File: src/rtl/serial_frame_pkg.sv
// rtl/serial_frame_pkg.sv - shared types and helpers for serial_frame_writer
package serial_frame_pkg;

    typedef enum logic [2:0] {
        ST_IDLE,
        ST_ADDR,
        ST_FETCH,
        ST_DATA,
        ST_ACK,
        ST_DONE
    } state_t;

    // A zero-length burst still carries one word; oversize requests clip to the max.
    function automatic int sat_burst(input int len, input int max_burst);
        if (len == 0)
            return 1;
        else if (len > max_burst)
            return max_burst;
        else
            return len;
    endfunction

    function automatic int bit_cnt_w(input int a_w, input int d_w);
        return $clog2(((a_w > d_w) ? a_w : d_w) + 1);
    endfunction

endpackage

File: src/rtl/serial_shift_out.sv
// rtl/serial_shift_out.sv - parallel-load shift register presenting one serial bit
module serial_shift_out #(
    parameter int W         = 8,
    parameter int MSB_FIRST = 1
) (
    input  logic         clk,
    input  logic         rst,
    input  logic         load,
    input  logic         shift,
    input  logic [W-1:0] din,
    output logic         bit_out
);

    logic [W-1:0] sr;

    always_ff @(posedge clk) begin
        if (!rst)
            sr <= '0;
        else if (load)
            sr <= din;
        else if (shift)
            sr <= (MSB_FIRST != 0) ? (sr << 1) : (sr >> 1);
    end

    assign bit_out = (MSB_FIRST != 0) ? sr[W-1] : sr[0];

endmodule

File: src/rtl/serial_frame_writer.sv
// rtl/serial_frame_writer.sv - address + data-burst serial transmitter; SERIAL_WRITER_ACK_EN adds per-word ack slots
module serial_frame_writer
    import serial_frame_pkg::*;
#(
    parameter int ADDR_W    = 8,
    parameter int DATA_W    = 8,
    parameter int MAX_BURST = 4,
    parameter int MSB_FIRST = 1
) (
    input  logic                             clk,
    input  logic                             rst,
    input  logic                             start_valid,
    output logic                             start_ready,
    input  logic [ADDR_W-1:0]                addr,
    input  logic [$clog2(MAX_BURST+1)-1:0]   burst_len,
    input  logic                             data_valid,
    output logic                             data_ready,
    input  logic [DATA_W-1:0]                data,
    output logic                             sda_out,
    output logic                             sda_oe,
    input  logic                             sda_in,
    output logic                             done,
    output logic                             nack
);

    localparam int MAX_W = (ADDR_W > DATA_W) ? ADDR_W : DATA_W;
    localparam int CNT_W = bit_cnt_w(ADDR_W, DATA_W);
    localparam int BL_W  = $clog2(MAX_BURST + 1);

    state_t           state, state_nx;
    logic [CNT_W-1:0] bit_cnt;
    logic [BL_W-1:0]  words_left;
    logic             start_hs, data_hs, last_bit, last_word, post_word, shifting;
    logic [MAX_W-1:0] addr_pad, data_pad;
    logic             sda_oe_d, done_d;

    assign start_ready = rst && (state == ST_IDLE);
    assign data_ready  = rst && (state == ST_FETCH);
    assign start_hs    = start_valid && start_ready;
    assign data_hs     = data_valid && data_ready;
    assign last_bit    = (bit_cnt == '0);
    assign last_word   = (words_left == BL_W'(1));
    assign shifting    = (state == ST_ADDR) || (state == ST_DATA);

`ifdef SERIAL_WRITER_ACK_EN
    logic ack_addr;
    logic nack_d;
    assign post_word = (state == ST_ACK) && !sda_in && !ack_addr;
`else
    logic unused_sda_in;
    assign unused_sda_in = sda_in;
    assign post_word     = (state == ST_DATA) && last_bit;
`endif

    always_ff @(posedge clk) begin
        if (!rst)
            state <= ST_IDLE;
        else
            state <= state_nx;
    end

    always_comb begin
        state_nx = state;
        case (state)
            ST_IDLE:  if (start_hs) state_nx = ST_ADDR;
`ifdef SERIAL_WRITER_ACK_EN
            ST_ADDR:  if (last_bit) state_nx = ST_ACK;
            ST_DATA:  if (last_bit) state_nx = ST_ACK;
            ST_ACK: begin
                if (sda_in)
                    state_nx = ST_DONE;
                else if (ack_addr)
                    state_nx = ST_FETCH;
                else
                    state_nx = last_word ? ST_DONE : ST_FETCH;
            end
`else
            ST_ADDR:  if (last_bit) state_nx = ST_FETCH;
            ST_DATA:  if (post_word) state_nx = last_word ? ST_DONE : ST_FETCH;
`endif
            ST_FETCH: if (data_valid) state_nx = ST_DATA;
            ST_DONE:  state_nx = ST_IDLE;
            default:  state_nx = ST_IDLE;
        endcase
    end

    always_ff @(posedge clk) begin
        if (!rst) begin
            bit_cnt    <= '0;
            words_left <= '0;
        end else begin
            if (start_hs) begin
                bit_cnt    <= CNT_W'(ADDR_W - 1);
                words_left <= BL_W'(sat_burst(int'(burst_len), MAX_BURST));
            end else if (data_hs) begin
                bit_cnt <= CNT_W'(DATA_W - 1);
            end else if (shifting && !last_bit) begin
                bit_cnt <= bit_cnt - 1'b1;
            end
            if (post_word)
                words_left <= words_left - 1'b1;
        end
    end

`ifdef SERIAL_WRITER_ACK_EN
    // Remembers whether the pending ack slot follows the address or a data word.
    always_ff @(posedge clk) begin
        if (!rst)
            ack_addr <= 1'b0;
        else if (state == ST_ADDR)
            ack_addr <= 1'b1;
        else if (state == ST_DATA)
            ack_addr <= 1'b0;
    end
`endif

    // Narrow words are padded so their first bit lands where the shifter emits from.
    assign addr_pad = (MSB_FIRST != 0) ? (MAX_W'(addr) << (MAX_W - ADDR_W)) : MAX_W'(addr);
    assign data_pad = (MSB_FIRST != 0) ? (MAX_W'(data) << (MAX_W - DATA_W)) : MAX_W'(data);

    serial_shift_out #(
        .W         (MAX_W),
        .MSB_FIRST (MSB_FIRST)
    ) u_shift (
        .clk     (clk),
        .rst     (rst),
        .load    (start_hs || data_hs),
        .shift   (shifting),
        .din     (start_hs ? addr_pad : data_pad),
        .bit_out (sda_out)
    );

    always_comb begin
        sda_oe_d = (state_nx == ST_ADDR) || (state_nx == ST_DATA);
        done_d   = (state_nx == ST_DONE);
`ifdef SERIAL_WRITER_ACK_EN
        nack_d   = (state == ST_ACK) && sda_in;
`endif
    end

    always_ff @(posedge clk) begin
        if (!rst) begin
            sda_oe <= 1'b0;
            done   <= 1'b0;
        end else begin
            sda_oe <= sda_oe_d;
            done   <= done_d;
        end
    end

`ifdef SERIAL_WRITER_ACK_EN
    always_ff @(posedge clk) begin
        if (!rst)
            nack <= 1'b0;
        else
            nack <= nack_d;
    end
`else
    assign nack = 1'b0;
`endif

endmodule

File: config.mk
export PLATFORM = sky130hd
export DESIGN_NAME = serial_frame_writer
export DESIGN_NICKNAME = d
export VERILOG_FILES = /design/src/rtl/serial_frame_pkg.sv /design/src/rtl/serial_shift_out.sv /design/src/rtl/serial_frame_writer.sv
export SDC_FILE = /design/constraint.sdc
export NUM_CORES = 1
export LEC_CHECK = 0
export CAP_MARGIN = 20
export CORE_MARGIN = 1.5
export CORE_UTILIZATION = 25
export DETAILED_ROUTE_END_ITERATION = 6
export DONT_BUFFER_PORTS = 1
export SYNTH_ARGS = -nofsm -noshare
export SYNTH_HDL_FRONTEND = slang
export SYNTH_SLANG_ARGS = --single-unit
export TNS_END_PERCENT = 1
File: constraint.sdc
create_clock -name clk -period 2.4 [get_ports clk]
set_input_delay 0.72 -clock clk [delete_from_list [all_inputs] [get_ports clk]]
set_output_delay 0.72 -clock clk [all_outputs]
set_load 0.01 [all_outputs]
Yosys cells after proc, flatten, opt, wreduce, memory -nomap -nowiden
Cells that the tools add are included.
{ "totals": {"regBits": 20, "inputBits": 24, "output_inout_bits": 6, "wordCells": 51} }
{ "classes": {"n_addsub": 2, "magnitude_cmp": 1, "n_eq_ne": 7, "mux": 16, "n_bitwise": 1, "reduce_logical": 17} }
{ "ops": {"columns": ["op", "n"], "rows": [
  ["2-to-1 mux 3 bit", 12],
  ["2-to-1 mux 8 bit", 3],
  ["one-hot mux 3 bit (4 select lines)", 1],
  ["equality test 3 x 1 -> 1 bit, second input constant", 3],
  ["equality test 3 x 2 -> 1 bit, second input constant", 3],
  ["logical AND 1 bit", 6],
  ["zero test 3 bit", 2],
  ["zero test 4 bit", 1],
  ["nonzero test 2 bit", 2],
  ["subtractor 4 x 1 -> 4 bit, second input constant", 1],
  ["equality test 3 bit, second input constant", 1],
  ["> comparator 3 bit, second input constant", 1],
  ["logical OR 1 bit", 3],
  ["nonzero test 3 bit", 1],
  ["OR reduction 3 bit", 1],
  ["subtractor 3 x 1 -> 3 bit, second input constant", 1],
  ["zero test 1 bit", 1],
  ["NOT 1 bit", 1]
]} }

Logic depth before layout (Yosys ltp)
Gate-level depths: netlist of run 1.
{ "depth": {"word_depth": 7, "mapped_depth": 6, "mapped_depth_nobuf": 6} }

Hierarchy
From an unflattened synthesis of run 1, not the netlist that was laid out.
{ "hier_totals": {"cells_unflattened": 118, "hier_area_um2": 1211.2} }
{ "modules_own_cells": {"columns": ["module", "n_inst", "cells_each", "area_per_inst_um2", "seq_area_each_um2"], "rows": [
  ["serial_frame_writer", 1, 83, 792.0, 240.2],
  ["serial_shift_out", 1, 35, 419.2, 160.2]
]} }

Least setup slack after synthesis of run 1
Ideal clock, no wire load.
{ "synth_timing": {"kind": "input-to-output", "from": "input rst", "to": "output start_ready", "t_arrival_ns": 1.402, "required_time_ns": 1.680, "slack_ns": 0.278, "cell_stages": 3, "n_path_buf": 1, "path_cell_list": "buf_4 -> nor3b_4 -> nor2b_1"} }
{ "synth_via": {"elab_chain_cells": 1} }
{ "synth_lines": {"columns": ["element", "line_no", "rtl"], "rows": [
  ["start: declaration", "serial_frame_writer.sv:11", "input logic rst,"],
  ["logical AND 1 bit", "serial_frame_writer.sv:37", "assign start_ready = rst && (state == ST_IDLE);"],
  ["end: declaration", "serial_frame_writer.sv:13", "output logic start_ready,"]
]} }
No other way between the ends.

Final worst setup path of run 1
{ "layout_timing": {"from": "register state[1]", "to": "output data_ready"} }
{ "layout_via": {"elab_chain_cells": 2} }
{ "layout_lines": {"columns": ["element", "line_no", "rtl"], "rows": [
  ["start: declaration", "serial_frame_writer.sv:30", "state_t state, state_nx;"],
  ["start signal: assignment", "serial_frame_writer.sv:59", "state <= state_nx;"],
  ["equality test 3 x 2 -> 1 bit", "serial_frame_writer.sv:38", "assign data_ready = rst && (state == ST_FETCH);"],
  ["logical AND 1 bit", "serial_frame_writer.sv:38", null],
  ["end: declaration", "serial_frame_writer.sv:17", "output logic data_ready,"]
]} }
No other way between the ends.

==> impl_metrics.json, run 1 <==
{
  "skew_ps": 3.23,
  "power_density_nw_per_um2": 703,
  "final_cell_mix": "dfxtp_1, mux2i_1, nand2_1",
  "path_delay_family": "simple AND/OR/NAND/NOR gates",
  "synth_fp_nets": 142,
  "swShare": 0.278,
  "clk_pin_slew_worst_paths_ps": 70,
  "cts_buffers": 3,
  "timing.rr.start": "bit_cnt[0]",
  "htree_levels": 1,
  "cp_slowest_cell": "dfxtp_1",
  "die-area_um2": 4620,
  "ir_worst_vdd_mv": 0.368,
  "synth_warnings": 0,
  "fp-row-count": 23,
  "post_drt_wl_per_cell_um": 12.9,
  "final_area_um2": 1150,
  "p_clk_frac": 0.319,
  "fin_crit_sh": 0.861,
  "rrSetupSlack_ps": 570,
  "clock-sinks": 20,
  "seq_power_share": 0.482,
  "outcome": "completed",
  "postLayoutSetupSlackWorst_ps": 333,
  "min_period_ps": 2070,
  "setup_tns_ps": 0,
  "cp_max_fo": 8,
  "final_max_slew_viol_count": 0,
  "regToRegEndpoint": "bit_cnt[1]",
  "vias": 839,
  "cp_cell_sequence": "nor2b_1 -> nor3b_1",
  "rsz0062_at_grt": "no",
  "cts_resized": 0,
  "portBuffers": 0,
  "cts_buffer_depth": 2,
  "start_util": 0.262,
  "synth_edf_count": 0,
  "grt-ovfl-total": 0,
  "cts_root_buffer": "clkbuf_8",
  "synth_seq_area_share": 0.380,
  "fp.dieW_um": 68.0,
  "grt_usage": 0.104,
  "clock.fmax_mhz": 484,
  "holdPathEnd": "words_left[2]",
  "internal_power_uw": 585,
  "dp_slack_ps": 540,
  "whs_path_depth": 2,
  "viasPerCell": 5.05,
  "dpl_cell_area_um2": 1100,
  "gp_congestion": 0.774,
  "hold_start": "words_left[2]",
  "layout_commonest_cell": "dfxtp_1",
  "synth-seq-cells": 20,
  "p_sw_uw": 225,
  "areaGrowthSynthToFinish_pct": 9.37,
  "ios": 30,
  "grt_pass1_vias": 796,
  "hold_viol": 0,
  "fin_nets": 144,
  "hold_buffers": 0,
  "pwr-share-comb": 0.199,
  "grt_pass1_wl_mm": 3.64,
  "ys.flop_type": "dfxtp_1",
  "crit_buf_inv": 0,
  "cts_tree": "done",
  "syn_area_um2": 1050,
  "maxCapViolCount": 0,
  "grt_max_degree": 14,
  "postCtsSetupRepairBufs": 0,
  "critPathRequiredTime_ps": 1680,
  "slowest_delay_ps": 460,
  "synthesis.instances": 115,
  "yosysUniqueCellTypes": 34,
  "setup_violations": 0,
  "ant_nets": 0,
  "endpoint_kind": "output pin",
  "hpwl_mm": 1.66,
  "synthArstFlopShare": 0,
  "hp-class": "reg -> reg",
  "diodes": 0,
  "start_kind": "flip-flop",
  "leakage_nw": 0.470,
  "r2r_cells": 6,
  "holdWs_ps": 469,
  "die_h_um": 68.0,
  "drive_above_1_share": 0.112,
  "clk_latency_ps": 260,
  "firstDrtPassIters": 4,
  "crit_type": "reg -> out",
  "antenna_found_initial": 0,
  "core_um2": 4030,
  "wl_mm": 2.15,
  "drt_iter0_drc": 22,
  "worstPathArrival_ps": 1350,
  "syn_area_per_cell_um2": 9.17,
  "drc": 0
}
-- synthesized netlist by cell type (3+ instances only) --
| cell | instances | share of area |
|---|---|---|
| dfxtp_1 | 20 | 0.38 |
| mux2i_1 | 9 | 0.085 |
| nand2_1 | 8 | 0.028 |
| a22oi_1 | 7 | 0.050 |
| inv_1 | 7 | 0.025 |
| o22ai_1 | 7 | 0.042 |
| a21oi_1 | 6 | 0.028 |
| nand3_1 | 5 | 0.024 |
| nor2b_1 | 5 | 0.030 |
| buf_4 | 4 | 0.028 |
| nor2_1 | 4 | 0.014 |
| a31oi_1 | 3 | 0.018 |
| ha_1 | 3 | 0.036 |
| nor3b_1 | 3 | 0.021 |
-- area by class of cell --
class / instances / area (µm²)
repair buffers: 2 / 15.0
multi-input cells: 83 / 594
clock buffers: 4 / 55.1
well taps: 50 / 62.6
fillers: 440 / 2880
inverters: 7 / 26.3
flip-flops and latches: 20 / 400
-- kinds of logic after synthesis --
| family | count (synthesis) | synth area share |
|---|---|---|
| simple gates | 34 | 0.192 |
| compound gates | 32 | 0.209 |
| flops | 20 | 0.380 |
| buf+inv | 12 | 0.0569 |
| mux | 11 | 0.107 |
| fa+ha+maj | 3 | 0.0356 |
| xor+xnor | 2 | 0.0166 |
| other cells | 1 | 0.00356 |
-- metrics by stage --
step                      cells  total power [mW]  utilization
after floorplan             115             0.533            -
after global placement      162             0.552        0.273
after detailed placement    162             0.563        0.273
after CTS                   166             0.824        0.286
after global routing        166             0.869        0.286
final                       166             0.811        0.286
-- how the worst max path moves through the flow --
stage	from	end	slack [ps]	cells after the start
3_5_place_dp	rst	start_ready	540	2
6_report	state[1]	data_ready	330	2
3_3_place_gp	rst	start_ready	540	2
4_1_cts	state[1]	data_ready	320	2
2_1_floorplan	rst	start_ready	280	3
5_1_grt	state[1]	data_ready	220	2
-- routing by layer --
layer,up-vias,track usage,wire length [µm]
li1,415,-,-
met1,390,0.122,904
met2,29,0.175,1080
met3,5,0.0230,122
met4,0,0.0600,42
met5,-,0,0
-- flip-flops by register name, indices dropped and copies added (netlist names) --
signal / flops
u_shift.sr: 8
bit_cnt: 4
state: 3
words_left: 3
done: 1
sda_oe: 1
-- power groups by stage --
stage          Clock (mW)  Sequential, mW  Combinational, mW
2_1_floorplan           0           0.392              0.141
3_3_place_gp            0           0.397              0.155
3_5_place_dp            0           0.399              0.164
4_1_cts             0.268           0.391              0.164
5_1_grt             0.292           0.396              0.181
6_report            0.259           0.391              0.161
-- worst register-to-register path: stages, from the launching register on --
cell	delay (ps)
dfxtp_1	310
inv_1	90
ha_1	200
or3b_2	510
nand2_1	170
mux2_2	350
a21oi_1	130
Power figures use the tool's default switching activity.
==> run 2: changes to the inputs <==
--- a/config.mk
+++ b/config.mk
@@ -10,6 +10,8 @@
 export CORE_UTILIZATION = 25
 export DETAILED_ROUTE_END_ITERATION = 6
 export DONT_BUFFER_PORTS = 1
+export PLACE_DENSITY_LB_ADDON = 0.25
+export SLEW_MARGIN = 15
 export SYNTH_ARGS = -nofsm -noshare
 export SYNTH_HDL_FRONTEND = slang
 export SYNTH_SLANG_ARGS = --single-unit
==> run 2 against run 1 <==
Effect of this change:
- combinational power barely moved
- design area rose by 1.4%
- routed wire length fell by 1.7%
- flip-flop and latch count did not move
- sequential share of layout area fell by 0.48 points
- utilization rose by 0.40 points
- clock skew fell by 0.81 ps
- setup slack got worse by 5.2 ps
- register-to-register slack improved by 20 ps
- critical path type unchanged
- largest cell class unchanged
- highest routed layer unchanged
==> impl_metrics.json, run 2 (synthesis gave the netlist of run 1 again) <==
{
  "post_drt_wl_per_cell_um": 12.7,
  "die_h_um": 68.0,
  "hp-class": "reg -> reg",
  "grt_usage": 0.0985,
  "critPathRequiredTime_ps": 1680,
  "cp_cell_sequence": "nor2b_1 -> nor3b_1",
  "power_density_nw_per_um2": 760,
  "fp-row-count": 23,
  "clock.fmax_mhz": 483,
  "grt_max_degree": 14,
  "skew_ps": 2.41,
  "multi_input_area_um2": 594,
  "slowest_delay_ps": 480,
  "final_area_um2": 1170,
  "grt_pass1_wl_mm": 3.42,
  "worstPathArrival_ps": 1350,
  "portBuffers": 0,
  "path_delay_family": "simple AND/OR/NAND/NOR gates",
  "fp.dieW_um": 68.0,
  "seqCellArea_um2": 400,
  "ant_nets": 0,
  "cp_slowest_cell": "dfxtp_1",
  "antenna_found_initial": 0,
  "cts_buffers": 3,
  "setup_tns_ps": 0,
  "core_um2": 4030,
  "setup_violations": 0,
  "start_util": 0.262,
  "top_register": "u_shift.sr",
  "hpwl_mm": 1.56,
  "firstDrtPassIters": 4,
  "min_period_ps": 2070,
  "grt-ovfl-total": 0,
  "layout_commonest_cell": "dfxtp_1",
  "ir_worst_vdd_mv": 0.379,
  "cp_max_fo": 8,
  "fin_crit_sh": 0.863,
  "leakage_nw": 0.477,
  "cts_buffer_depth": 2,
  "drive_above_1_share": 0.112,
  "crit_buf_inv": 0,
  "gp_congestion": 0.689,
  "wl_mm": 2.11,
  "cts_tree": "done",
  "hold_viol": 0,
  "crit_type": "reg -> out",
  "final.fill_count": 428,
  "dpl_cell_area_um2": 1100,
  "viasPerCell": 4.97,
  "clk_latency_ps": 260,
  "drt_iter0_drc": 17,
  "top_regs": "u_shift.sr x8, bit_cnt x4",
  "endpoint_kind": "output pin",
  "final_max_slew_viol_count": 0,
  "largest_reg_flops": 8,
  "maxCapViolCount": 0,
  "rsz0062_at_grt": "no",
  "postCtsSetupRepairBufs": 0,
  "cts_root_buffer": "clkbuf_8",
  "drc": 0,
  "start_kind": "flip-flop",
  "htree_levels": 1,
  "final_cell_mix": "dfxtp_1, mux2i_1, nand2_1",
  "fin_nets": 144,
  "areaGrowthSynthToFinish_pct": 10.9,
  "ios": 30,
  "die-area_um2": 4620,
  "clk_pin_slew_worst_paths_ps": 80,
  "clock-sinks": 20,
  "hold_buffers": 0,
  "diodes": 0,
  "postLayoutSetupSlackWorst_ps": 328,
  "grt_pass1_vias": 754,
  "outcome": "completed",
  "vias": 825,
  "cts_resized": 0,
  "dp_slack_ps": 540
}
run 2: worst paths after layout:
check | start | endpoint | slack (ps) | cells past startpoint
max | state[1] | data_ready | 330 | 2
min | words_left[1] | words_left[1] | 470 | 2
max reg2reg | bit_cnt[0] | bit_cnt[1] | 590 | 6
min reg2reg | words_left[1] | words_left[1] | 470 | 2
run 2: metal layers:
| layer | share of wire | up-vias | global-route usage |
|---|---|---|---|
| met4 | 0.0038 | 0 | 0.0125 |
| met2 | 0.49 | 18 | 0.175 |
| met5 | 0 | - | 0 |
| met1 | 0.46 | 387 | 0.117 |
| li1 | - | 418 | - |
| met3 | 0.047 | 2 | 0.0345 |
run 2: stage by stage:
step | power, mW | util | instances | hold WS (ps)
2_1_floorplan | 0.533 | - | 115 | 438
3_3_place_gp | 0.555 | 0.273 | 162 | 456
3_5_place_dp | 0.560 | 0.273 | 162 | 468
4_1_cts | 0.898 | 0.290 | 166 | 479
5_1_grt | 0.939 | 0.290 | 166 | 492
6_report | 0.889 | 0.290 | 166 | 468
run 2: cell type report:
| type | count | area share |
|---|---|---|
| Sequential cell | 20 | 0.342 |
| Timing Repair Buffer | 2 | 0.0128 |
| Multi-Input combinational cell | 83 | 0.508 |
| Clock buffer | 3 | 0.0353 |
| Inverter | 7 | 0.0225 |
| Tap cell | 50 | 0.0535 |
| Clock inverter | 1 | 0.0257 |
run 2: report_power, final:
part	switching (mW)	internal, mW
Sequential	0.0263	0.364
Clock	0.115	0.223
Combinational	0.0866	0.0745
run 2: worst reg2reg max path, cell delays in order, from the launching register on:
cell and delay, ps:
dfxtp_1 310, inv_1 80, ha_1 200, or3b_2 510, nand2_1 160, mux2_2 350, a21oi_1 130
==> run 3: changes to the inputs <==
--- a/config.mk
+++ b/config.mk
@@ -10,6 +10,7 @@
 export CORE_UTILIZATION = 25
 export DETAILED_ROUTE_END_ITERATION = 6
 export DONT_BUFFER_PORTS = 1
+export HOLD_SLACK_MARGIN = 0.05
 export PLACE_DENSITY_LB_ADDON = 0.25
 export SLEW_MARGIN = 15
 export SYNTH_ARGS = -nofsm -noshare
==> results of run 3 <==
Same layout as run 2: the final DEF is identical, and so are final timing and power.
